## config.mk

```make
export PLATFORM = sky130hd
export DESIGN_NAME = execute_stage
export DESIGN_NICKNAME = d
export VERILOG_FILES = /design/src/rtl/execute_stage.sv
export SDC_FILE = /design/constraint.sdc
export NUM_CORES = 1
export LEC_CHECK = 0
export CELL_PAD_IN_SITES_DETAIL_PLACEMENT = 0
export CELL_PAD_IN_SITES_GLOBAL_PLACEMENT = 1
export CORE_MARGIN = 2
export CORE_UTILIZATION = 45
export CTS_BUF_LIST = sky130_fd_sc_hd__clkbuf_2
export DETAILED_ROUTE_END_ITERATION = 8
export DONT_BUFFER_PORTS = 1
export PLACE_DENSITY_LB_ADDON = 0.1
export SYNTH_ARGS = -nofsm -noshare
export SYNTH_HDL_FRONTEND = slang
export SYNTH_SLANG_ARGS = --single-unit
```

## constraint.sdc

```tcl
create_clock -name clk -period 4.55 [get_ports clk]
set_clock_uncertainty 0.15 [all_clocks]
set_input_delay 0.91 -clock clk [delete_from_list [all_inputs] [get_ports clk]]
set_output_delay 0.91 -clock clk [all_outputs]
set_load 0.01 [all_outputs]
```

## src/rtl/execute_stage.sv

```systemverilog
// Execute stage: single-cycle ALU plus a 32-iteration shift-add multiplier.
// ALU results register on the accepting edge; MUL writes back 32 edges after acceptance.
module execute_stage (
  input  logic        clk,
  input  logic        rst,
  input  logic        InValid,
  output logic        InReady,
  input  logic [3:0]  Opcode,
  input  logic [3:0]  Destination,
  input  logic [31:0] Source1,
  input  logic [31:0] Source2,
  output logic        WbEn,
  output logic [3:0]  WbDest,
  output logic [31:0] WbData,
  output logic        Zero,
  output logic        Carry,
  output logic        Busy
);

  typedef enum logic {S_IDLE, S_MUL} state_t;

  localparam logic [3:0] OP_ADD  = 4'd0;
  localparam logic [3:0] OP_SUB  = 4'd1;
  localparam logic [3:0] OP_AND  = 4'd2;
  localparam logic [3:0] OP_OR   = 4'd3;
  localparam logic [3:0] OP_XOR  = 4'd4;
  localparam logic [3:0] OP_SLL  = 4'd5;
  localparam logic [3:0] OP_SRL  = 4'd6;
  localparam logic [3:0] OP_SRA  = 4'd7;
  localparam logic [3:0] OP_SLT  = 4'd8;
  localparam logic [3:0] OP_SLTU = 4'd9;
  localparam logic [3:0] OP_MUL  = 4'd10;
  localparam logic [3:0] OP_PASS = 4'd11;

  state_t      state_q;
  logic [4:0]  cnt_q;
  logic [31:0] mcand_q;
  logic [31:0] mplier_q;
  logic [31:0] acc_q;
  logic [3:0]  mdest_q;
  logic        wb_en_q;
  logic [3:0]  wb_dest_q;
  logic [31:0] wb_data_q;
  logic        zero_q;
  logic        carry_q;

  logic [32:0] sum_d;
  logic [31:0] alu_res_d;
  logic        alu_carry_d;
  logic        alu_wb_d;
  logic [31:0] acc_d;
  logic [4:0]  shamt;

  assign shamt = Source2[4:0];
  assign sum_d = {1'b0, Source1} + {1'b0, Source2};
  assign acc_d = acc_q + (mplier_q[0] ? mcand_q : 32'd0);

  always_comb begin
    alu_res_d   = 32'd0;
    alu_carry_d = 1'b0;
    alu_wb_d    = 1'b1;
    case (Opcode)
      OP_ADD:  begin alu_res_d = sum_d[31:0]; alu_carry_d = sum_d[32]; end
      OP_SUB:  begin alu_res_d = Source1 - Source2; alu_carry_d = (Source1 < Source2); end
      OP_AND:  alu_res_d = Source1 & Source2;
      OP_OR:   alu_res_d = Source1 | Source2;
      OP_XOR:  alu_res_d = Source1 ^ Source2;
      OP_SLL:  alu_res_d = Source1 << shamt;
      OP_SRL:  alu_res_d = Source1 >> shamt;
      OP_SRA:  alu_res_d = $unsigned($signed(Source1) >>> shamt);
      OP_SLT:  alu_res_d = {31'd0, ($signed(Source1) < $signed(Source2))};
      OP_SLTU: alu_res_d = {31'd0, (Source1 < Source2)};
      OP_PASS: alu_res_d = Source2;
      default: alu_wb_d  = 1'b0;
    endcase
  end

  always_ff @(posedge clk or posedge rst) begin
    if (rst) begin
      state_q   <= S_IDLE;
      cnt_q     <= 5'd0;
      mcand_q   <= 32'd0;
      mplier_q  <= 32'd0;
      acc_q     <= 32'd0;
      mdest_q   <= 4'd0;
      wb_en_q   <= 1'b0;
      wb_dest_q <= 4'd0;
      wb_data_q <= 32'd0;
      zero_q    <= 1'b0;
      carry_q   <= 1'b0;
    end else begin
      wb_en_q <= 1'b0;
      case (state_q)
        S_IDLE: begin
          if (InValid) begin
            if (Opcode == OP_MUL) begin
              state_q  <= S_MUL;
              cnt_q    <= 5'd0;
              mcand_q  <= Source1;
              mplier_q <= Source2;
              acc_q    <= 32'd0;
              mdest_q  <= Destination;
            end else if (alu_wb_d) begin
              wb_en_q   <= 1'b1;
              wb_dest_q <= Destination;
              wb_data_q <= alu_res_d;
              zero_q    <= (alu_res_d == 32'd0);
              carry_q   <= alu_carry_d;
            end
          end
        end
        S_MUL: begin
          acc_q    <= acc_d;
          mcand_q  <= mcand_q << 1;
          mplier_q <= mplier_q >> 1;
          cnt_q    <= cnt_q + 5'd1;
          // Final iteration writes the accumulated sum straight to writeback
          if (cnt_q == 5'd31) begin
            state_q   <= S_IDLE;
            wb_en_q   <= 1'b1;
            wb_dest_q <= mdest_q;
            wb_data_q <= acc_d;
            zero_q    <= (acc_d == 32'd0);
            carry_q   <= 1'b0;
          end
        end
        default: state_q <= S_IDLE;
      endcase
    end
  end

  assign InReady = (state_q == S_IDLE);
  assign Busy    = (state_q == S_MUL);
  assign WbEn    = wb_en_q;
  assign WbDest  = wb_dest_q;
  assign WbData  = wb_data_q;
  assign Zero    = zero_q;
  assign Carry   = carry_q;

endmodule

```

==> results of run 1 <==
## power by group through the flow
stage | Clock, mW | Combinational [mW] | Sequential (mW)
4_1_cts | 0.881 | 3.19 | 2.25
5_1_grt | 0.924 | 3.59 | 2.31
6_report | 0.856 | 3.28 | 2.25
3_5_place_dp | 0 | 3.17 | 2.28
3_3_place_gp | 0 | 3.11 | 2.26
2_1_floorplan | 0 | 2.17 | 2.14
## cell families after synthesis
group | count (synthesis)
mux | 136
simple gates | 797
compound gates | 797
buf+inv | 265
flops | 145
xor+xnor | 42
fa+ha+maj | 140
## timing repair
| action | 4_1_cts | 5_1_grt |
|---|---|---|
| resized for setup | 0 | 10 |
| endpoints found under the setup margin | 0 | 1 |
| hold buffers | 5 | 0 |
| hold endpoints to repair | 153 | 0 |
| buffers inserted | 0 | 0 |
## through the flow
step / TNS (ps) / power, mW / setup WS (ps)
after CTS: 0 / 6.33 / 23.1
after detailed placement: -196 / 5.46 / -196
after global routing: -22.3 / 6.83 / -22.3
after global placement: -226 / 5.38 / -226
after floorplan: -145 / 4.31 / -145
final: 0 / 6.39 / 148
## cell type report
cell class | count | area (sq um) | area share (%)
Clock buffer | 18 | 90.1 | 0.448
Clock inverter | 14 | 166 | 0.828
Antenna cell | 3 | 7.51 | 0.0374
Timing Repair Buffer | 270 | 2050 | 10.2
Sequential cell | 145 | 3630 | 18.1
Inverter | 102 | 387 | 1.92
Multi-Input combinational cell | 1912 | 13100 | 65.2
Tap cell | 518 | 648 | 3.23
## routing by layer
metal	up-vias	track usage [%]	routed length [um]
met3	264	11.4	9550
met4	8	25.6	5830
li1	8843	-	-
met1	9910	56.9	36100
met2	1280	62.5	37100
met5	-	0	43
## sequential cells by signal, indices dropped and copies added (netlist names)
register and count:
mplier_q 32, cnt_q 5, mdest_q 4, mcand_q 32, WbEn 1, WbData 32
Carry 1, Zero 1, Busy 1, acc_q 32, WbDest 4
## how the worst max path moves through the flow
stage	start	endpoint	slack, ps	cells past startpoint
6_report	mplier_q[0]$_DFFE_PP0P_	Zero$_DFFE_PP0P_	150	15
5_1_grt	mplier_q[0]$_DFFE_PP0P_	Zero$_DFFE_PP0P_	-20	17
4_1_cts	mplier_q[0]$_DFFE_PP0P_	Zero$_DFFE_PP0P_	20	15
3_5_place_dp	Source1[0]	Zero$_DFFE_PP0P_	-200	16
3_3_place_gp	Source2[0]	Zero$_DFFE_PP0P_	-230	15
2_1_floorplan	Source2[4]	Zero$_DFFE_PP0P_	-150	18
## Yosys cell counts, drive strengths merged (13+ instances only)
library cell  instances
nand2               277
nor2                235
a21oi               230
o21ai               191
dfrtp               145
ha                  137
clkbuf              117
inv                 100
mux2i                61
nand3                54
mux4                 50
buf                  46
nor3                 44
and2                 41
a211oi               38
nor2b                31
xnor2                30
o22ai                29
a21o                 27
o211ai               26
mux2                 25
a31oi                21
nand4                20
o31ai                19
nand2b               18
o21a                 18
o21bai               18
and3                 17
a2111oi              16
a22oi                16
nor4                 15
o2111ai              14
a221oi               13
## critical path, cell delays in order, from the launching register on
cell and delay, ps:
dfrtp_2 510, and2_1 200, ha_1 290, a2111oi_0 390
o21ai_0 270, a21boi_1 260, o21ai_0 130, a21oi_1 270
nor3_1 100, a2111oi_1 490, xnor2_1 180, nor4b_2 370
nand3_1 140, nor4b_1 380, buf_4 170, a211o_1 80
==> flow_metrics.py, run 1 <==
metrics = {
    "outcome": {
        "status": "finished, final reports clean",
    },
    "sta": {
        "setup_viol_count_final": 0,
        "hold-worst-slack_ps": 104,
        "slew_violations": 0,
        "max_freq_ghz": 0.227,
        "period_needed_ps": 4400,
        "worstMarginPinSlew_ps": 1160,
        "min_period_over_period_pct": 96.8,
        "final-hold-violation-count": 0,
        "maxSlewHeadroom_pct": 22.2,
    },
    "yosys": {
        "syn_inst": 2322,
        "post-synth-top-area-fraction_pct": 20.5,
        "synth_cell_type_count": 88,
        "yosysWarnings": 0,
        "synth-simple-area-share_pct": 20.8,
        "synth_mux_area_share_pct": 11.5,
        "synthAdderAreaFrac_pct": 10.0,
        "synth-xor-area-share_pct": 2.08,
        "synth_seq_cells": 145,
        "ys.flop_type": "dfrtp_1",
        "syn_avg_cell_area_sq_um": 7.63,
        "yosys.area.top_type": "dfrtp_1",
        "synth_nets": 2537,
        "syn_area_sq_um": 17700,
        "ys_async_sr_fraction_pct": 100,
        "synth_top_family_by_area": "compound AO/OA/AOI/OAI gates",
        "yosysSeqAreaShare_pct": 20.5,
        "synth_edf_count": 0,
        "synth_compound_area_share_pct": 29.0,
        "yosys-top-cells-area": "dfrtp_1, ha_1, a21oi_1",
    },
    "global_routing": {
        "overflow": 0,
        "grt_pass1_wl_um": 130000,
        "track_usage_pct": 42.9,
        "antenna_found_initial": 7,
        "first_global_vias": 19500,
        "grt_max_degree": 146,
    },
    "power": {
        "clock_power_share_pct": 13.4,
        "p_int_mw": 3.39,
        "max-vdd-ir-drop_mv": 0.342,
        "powerDensity_nw_per_um2": 318,
        "p_sw_mw": 3.00,
        "total_leakage_power_nw": 8.90,
        "netSwitchingFraction_pct": 46.9,
        "combPwrFrac_pct": 51.3,
        "p_seq_share_pct": 35.3,
    },
    "floorplan": {
        "die_x_um": 202,
        "start_util_pct": 45.8,
        "core_region_area_sq_um": 38700,
        "core.rowCount": 72,
        "dieArea_sq_um": 41000,
        "die_y_um": 202,
        "ios": 116,
    },
    "placement": {
        "dpl.hpwl_um": 67700,
        "placed_cell_area_sq_um": 19700,
        "place_congestion": 1.05,
        "dp.cells": 2942,
        "port_buffers": 0,
    },
    "clock_tree": {
        "cts_buffer_depth": 2,
        "clock_sinks": 145,
        "clkLatencyLatePin_ps": 960,
        "cts_tree": "yes",
        "clock-root-buffer": "clkbuf_2",
        "cts_buffers": 17,
        "htree_num_levels": 4,
        "path_clk_slew_ps": 270,
    },
    "route": {
        "vias": 20300,
        "drtPass1Iterations": 6,
        "vias_per_cell": 6.81,
        "wl_per_cell_um": 29.7,
        "drc": 0,
        "wl_um": 88600,
        "final_antenna_net_count": 0,
        "drt_iter0_markers": 2766,
    },
    "finish": {
        "layout_common_cells": "nand2_1, buf_4, nor2_1",
        "stdcell_count": 2982,
        "nets": 2663,
        "layout_commonest_cell": "nand2_1",
        "num-fill-cells": 3870,
        "fin_util_pct": 51.9,
        "area_growth_pct": 13.4,
        "design_area_sq_um": 20100,
        "drive_above_1_share_pct": 16.3,
    },
    "job": {
        "max_cap_viol_count": 0,
    },
    "worst_hold_path": {
        "whs_endpoint": "mplier_q[16]$_DFFE_PP0P_",
        "min_path_cells": 4,
        "hp-class": "in2reg",
        "hp-start": "Source2[16]",
    },
    "critical_path": {
        "cp_max_fo": 9,
        "worst_setup_path_end_kind": "flop",
        "reg2reg_to": "Zero$_DFFE_PP0P_",
        "regToRegSetupSlack_ps": 150,
        "r2r_cells": 15,
        "crit_path_start_kind": "flop",
        "r2r-start": "mplier_q[0]$_DFFE_PP0P_",
        "crit_arrival_ps": 5200,
        "crit_required_ps": 5340,
        "critPathKind": "reg2reg",
    },
}
Power figures use the tool's default switching activity.
==> run 2: changes to the inputs <==
Settings changed: MAX_ROUTING_LAYER set to met4.
==> run 2 against run 1 <==
Net effect: critical path type unchanged; worst hold slack better by 17 ps; sequential share of layout area down 0.17 points; sequential cell count unchanged; non-clock buffer count up 22; clock power down 4.4%; maximum frequency up 2.4%; largest cell class unchanged.
==> flow_metrics.py, run 2 (synthesis gave the netlist of run 1 again) <==
metrics = {
    "floorplan": {
        "die_y_um": 202,
        "dieArea_sq_um": 41000,
        "core_region_area_sq_um": 38700,
        "ios": 116,
        "start_util_pct": 45.8,
        "die_x_um": 202,
        "core.rowCount": 72,
    },
    "finish": {
        "nets": 2685,
        "fin_util_pct": 52.4,
        "design_area_sq_um": 20300,
        "area_growth_pct": 14.4,
        "layout_common_cells": "buf_4, nand2_1, nor2_1",
        "stdcell_count": 3006,
        "drive_above_1_share_pct": 16.8,
        "layout_commonest_cell": "buf_4",
    },
    "route": {
        "final_antenna_net_count": 0,
        "drtPass1Iterations": 6,
        "vias": 20400,
        "wl_um": 88300,
        "drc": 0,
        "vias_per_cell": 6.79,
        "drt_iter0_markers": 2857,
        "wl_per_cell_um": 29.4,
    },
    "sta": {
        "min_period_over_period_pct": 94.5,
        "period_needed_ps": 4300,
        "max_freq_ghz": 0.233,
        "setup_tns_ps": 0,
        "worstMarginPinSlew_ps": 984,
        "rsz0062_at_grt": "false",
        "final-hold-violation-count": 0,
        "slew_violations": 0,
        "setup_viol_count_final": 0,
        "maxSlewHeadroom_pct": 32.7,
    },
    "critical_path": {
        "worst_setup_path_end_kind": "flop",
        "crit_required_ps": 5280,
        "cpMostUsedCell": "a21oi_1",
        "critPathMaxStageDelay_ps": 520,
        "crit_path_cell_trace": "buf_4 > and2_1 > ha_1 > a21oi_1 > o21ai_0 > o32ai_1 > a21oi_1 > a41oi_1 > a21oi_1 > a21o_1 > a21oi_1 > xnor2_1 > nor2_1 > nor4b_1 > a211o_1",
        "crit_arrival_ps": 5030,
        "crit_path_start_kind": "flop",
        "cp_max_fo": 25,
        "cp_slowest_cell": "dfrtp_1",
        "critPathKind": "reg2reg",
    },
    "placement": {
        "placed_cell_area_sq_um": 19900,
        "place_congestion": 1.10,
        "dpl.hpwl_um": 68300,
        "port_buffers": 0,
        "dp.cells": 2962,
    },
    "power": {
        "max-vdd-ir-drop_mv": 0.269,
        "total_leakage_power_nw": 9.01,
        "finalPower_mw": 6.34,
        "powerDensity_nw_per_um2": 313,
    },
    "global_routing": {
        "grt_pass1_wl_um": 129000,
        "first_global_vias": 19400,
        "overflow": 0,
        "antenna_found_initial": 5,
        "track_usage_pct": 43.9,
        "grt_max_degree": 105,
    },
    "clock_tree": {
        "clock-root-buffer": "clkbuf_2",
        "htree_num_levels": 4,
        "clkLatencyLatePin_ps": 950,
        "cts_buffers": 17,
        "clock_sinks": 145,
        "cts_setup_buffers": 0,
        "path_clk_slew_ps": 250,
        "cts_tree": "yes",
        "cts_buffer_depth": 2,
    },
    "job": {
        "max_cap_viol_count": 0,
    },
    "worst_hold_path": {
        "hp-class": "in2reg",
    },
    "outcome": {
        "status": "finished, final reports clean",
    },
}
-- run 2: path summary, 6_finish.rpt --
path | slack, ps | from | depth (start not counted) | to
hold / removal | 120 | Source1[28] | 4 | mcand_q[28]$_DFFE_PP0P_
setup reg to reg | 250 | mplier_q[0]$_DFFE_PP0P_ | 15 | Zero$_DFFE_PP0P_
hold reg to reg | 340 | mplier_q[12]$_DFFE_PP0P_ | 2 | mplier_q[11]$_DFFE_PP0P_
setup / recovery | 250 | mplier_q[0]$_DFFE_PP0P_ | 15 | Zero$_DFFE_PP0P_
max in group asynchronous | 2940 | rst | 3 | mplier_q[24]$_DFFE_PP0P_
min in group asynchronous | 330 | rst | 2 | WbData[20]$_DFFE_PP0P_
-- run 2: timing repair --
| item | 4_1_cts | 5_1_grt |
|---|---|---|
| resized for setup | 0 | 7 |
| setup endpoints to repair | 0 | 1 |
| hold endpoints to repair | 38 | 0 |
| hold buffers | 7 | 0 |
-- run 2: layout make-up --
cell class                 instances  area [sq um]
clock inverter                    13           151
antenna                            6          15.0
sequential                       145          3630
tap                              518           648
clock buffer                      18          90.1
fill                            3874         18500
inverter                         102           387
timing repair buffer             292          2260
multi-input combinational       1912         13100
-- run 2: critical path, delay by kind of cell (launching register included) --
family | cells | cell delay (ps)
adders and majority gates | 1 | 370
and+or+nand+nor | 3 | 440
buffers and inverters | 1 | 250
DFF | 1 | 520
xor gates and xnor gates | 1 | 340
AOI/OAI and AO/OA | 9 | 2160
-- run 2: power breakdown --
part           total (mW)  switching (mW)  internal, mW
combinational        3.27            1.94          1.32
sequential           2.26           0.464          1.80
clock               0.818           0.555         0.263
total                6.34            2.96          3.38
-- run 2: stage by stage --
stage	hold WS, ps	setup WS, ps
after floorplan	302	-145
after global placement	310	-338
after detailed placement	316	-327
after CTS	1.44	84.9
after global routing	91.8	27.6
final	121	251
-- run 2: metal layers --
layer  global-route usage, %  share of wire (%)
met1                    56.4                 40
met2                    62.4                 42
met3                    9.05                 10
met4                    29.2                7.8
met5                       -                  0
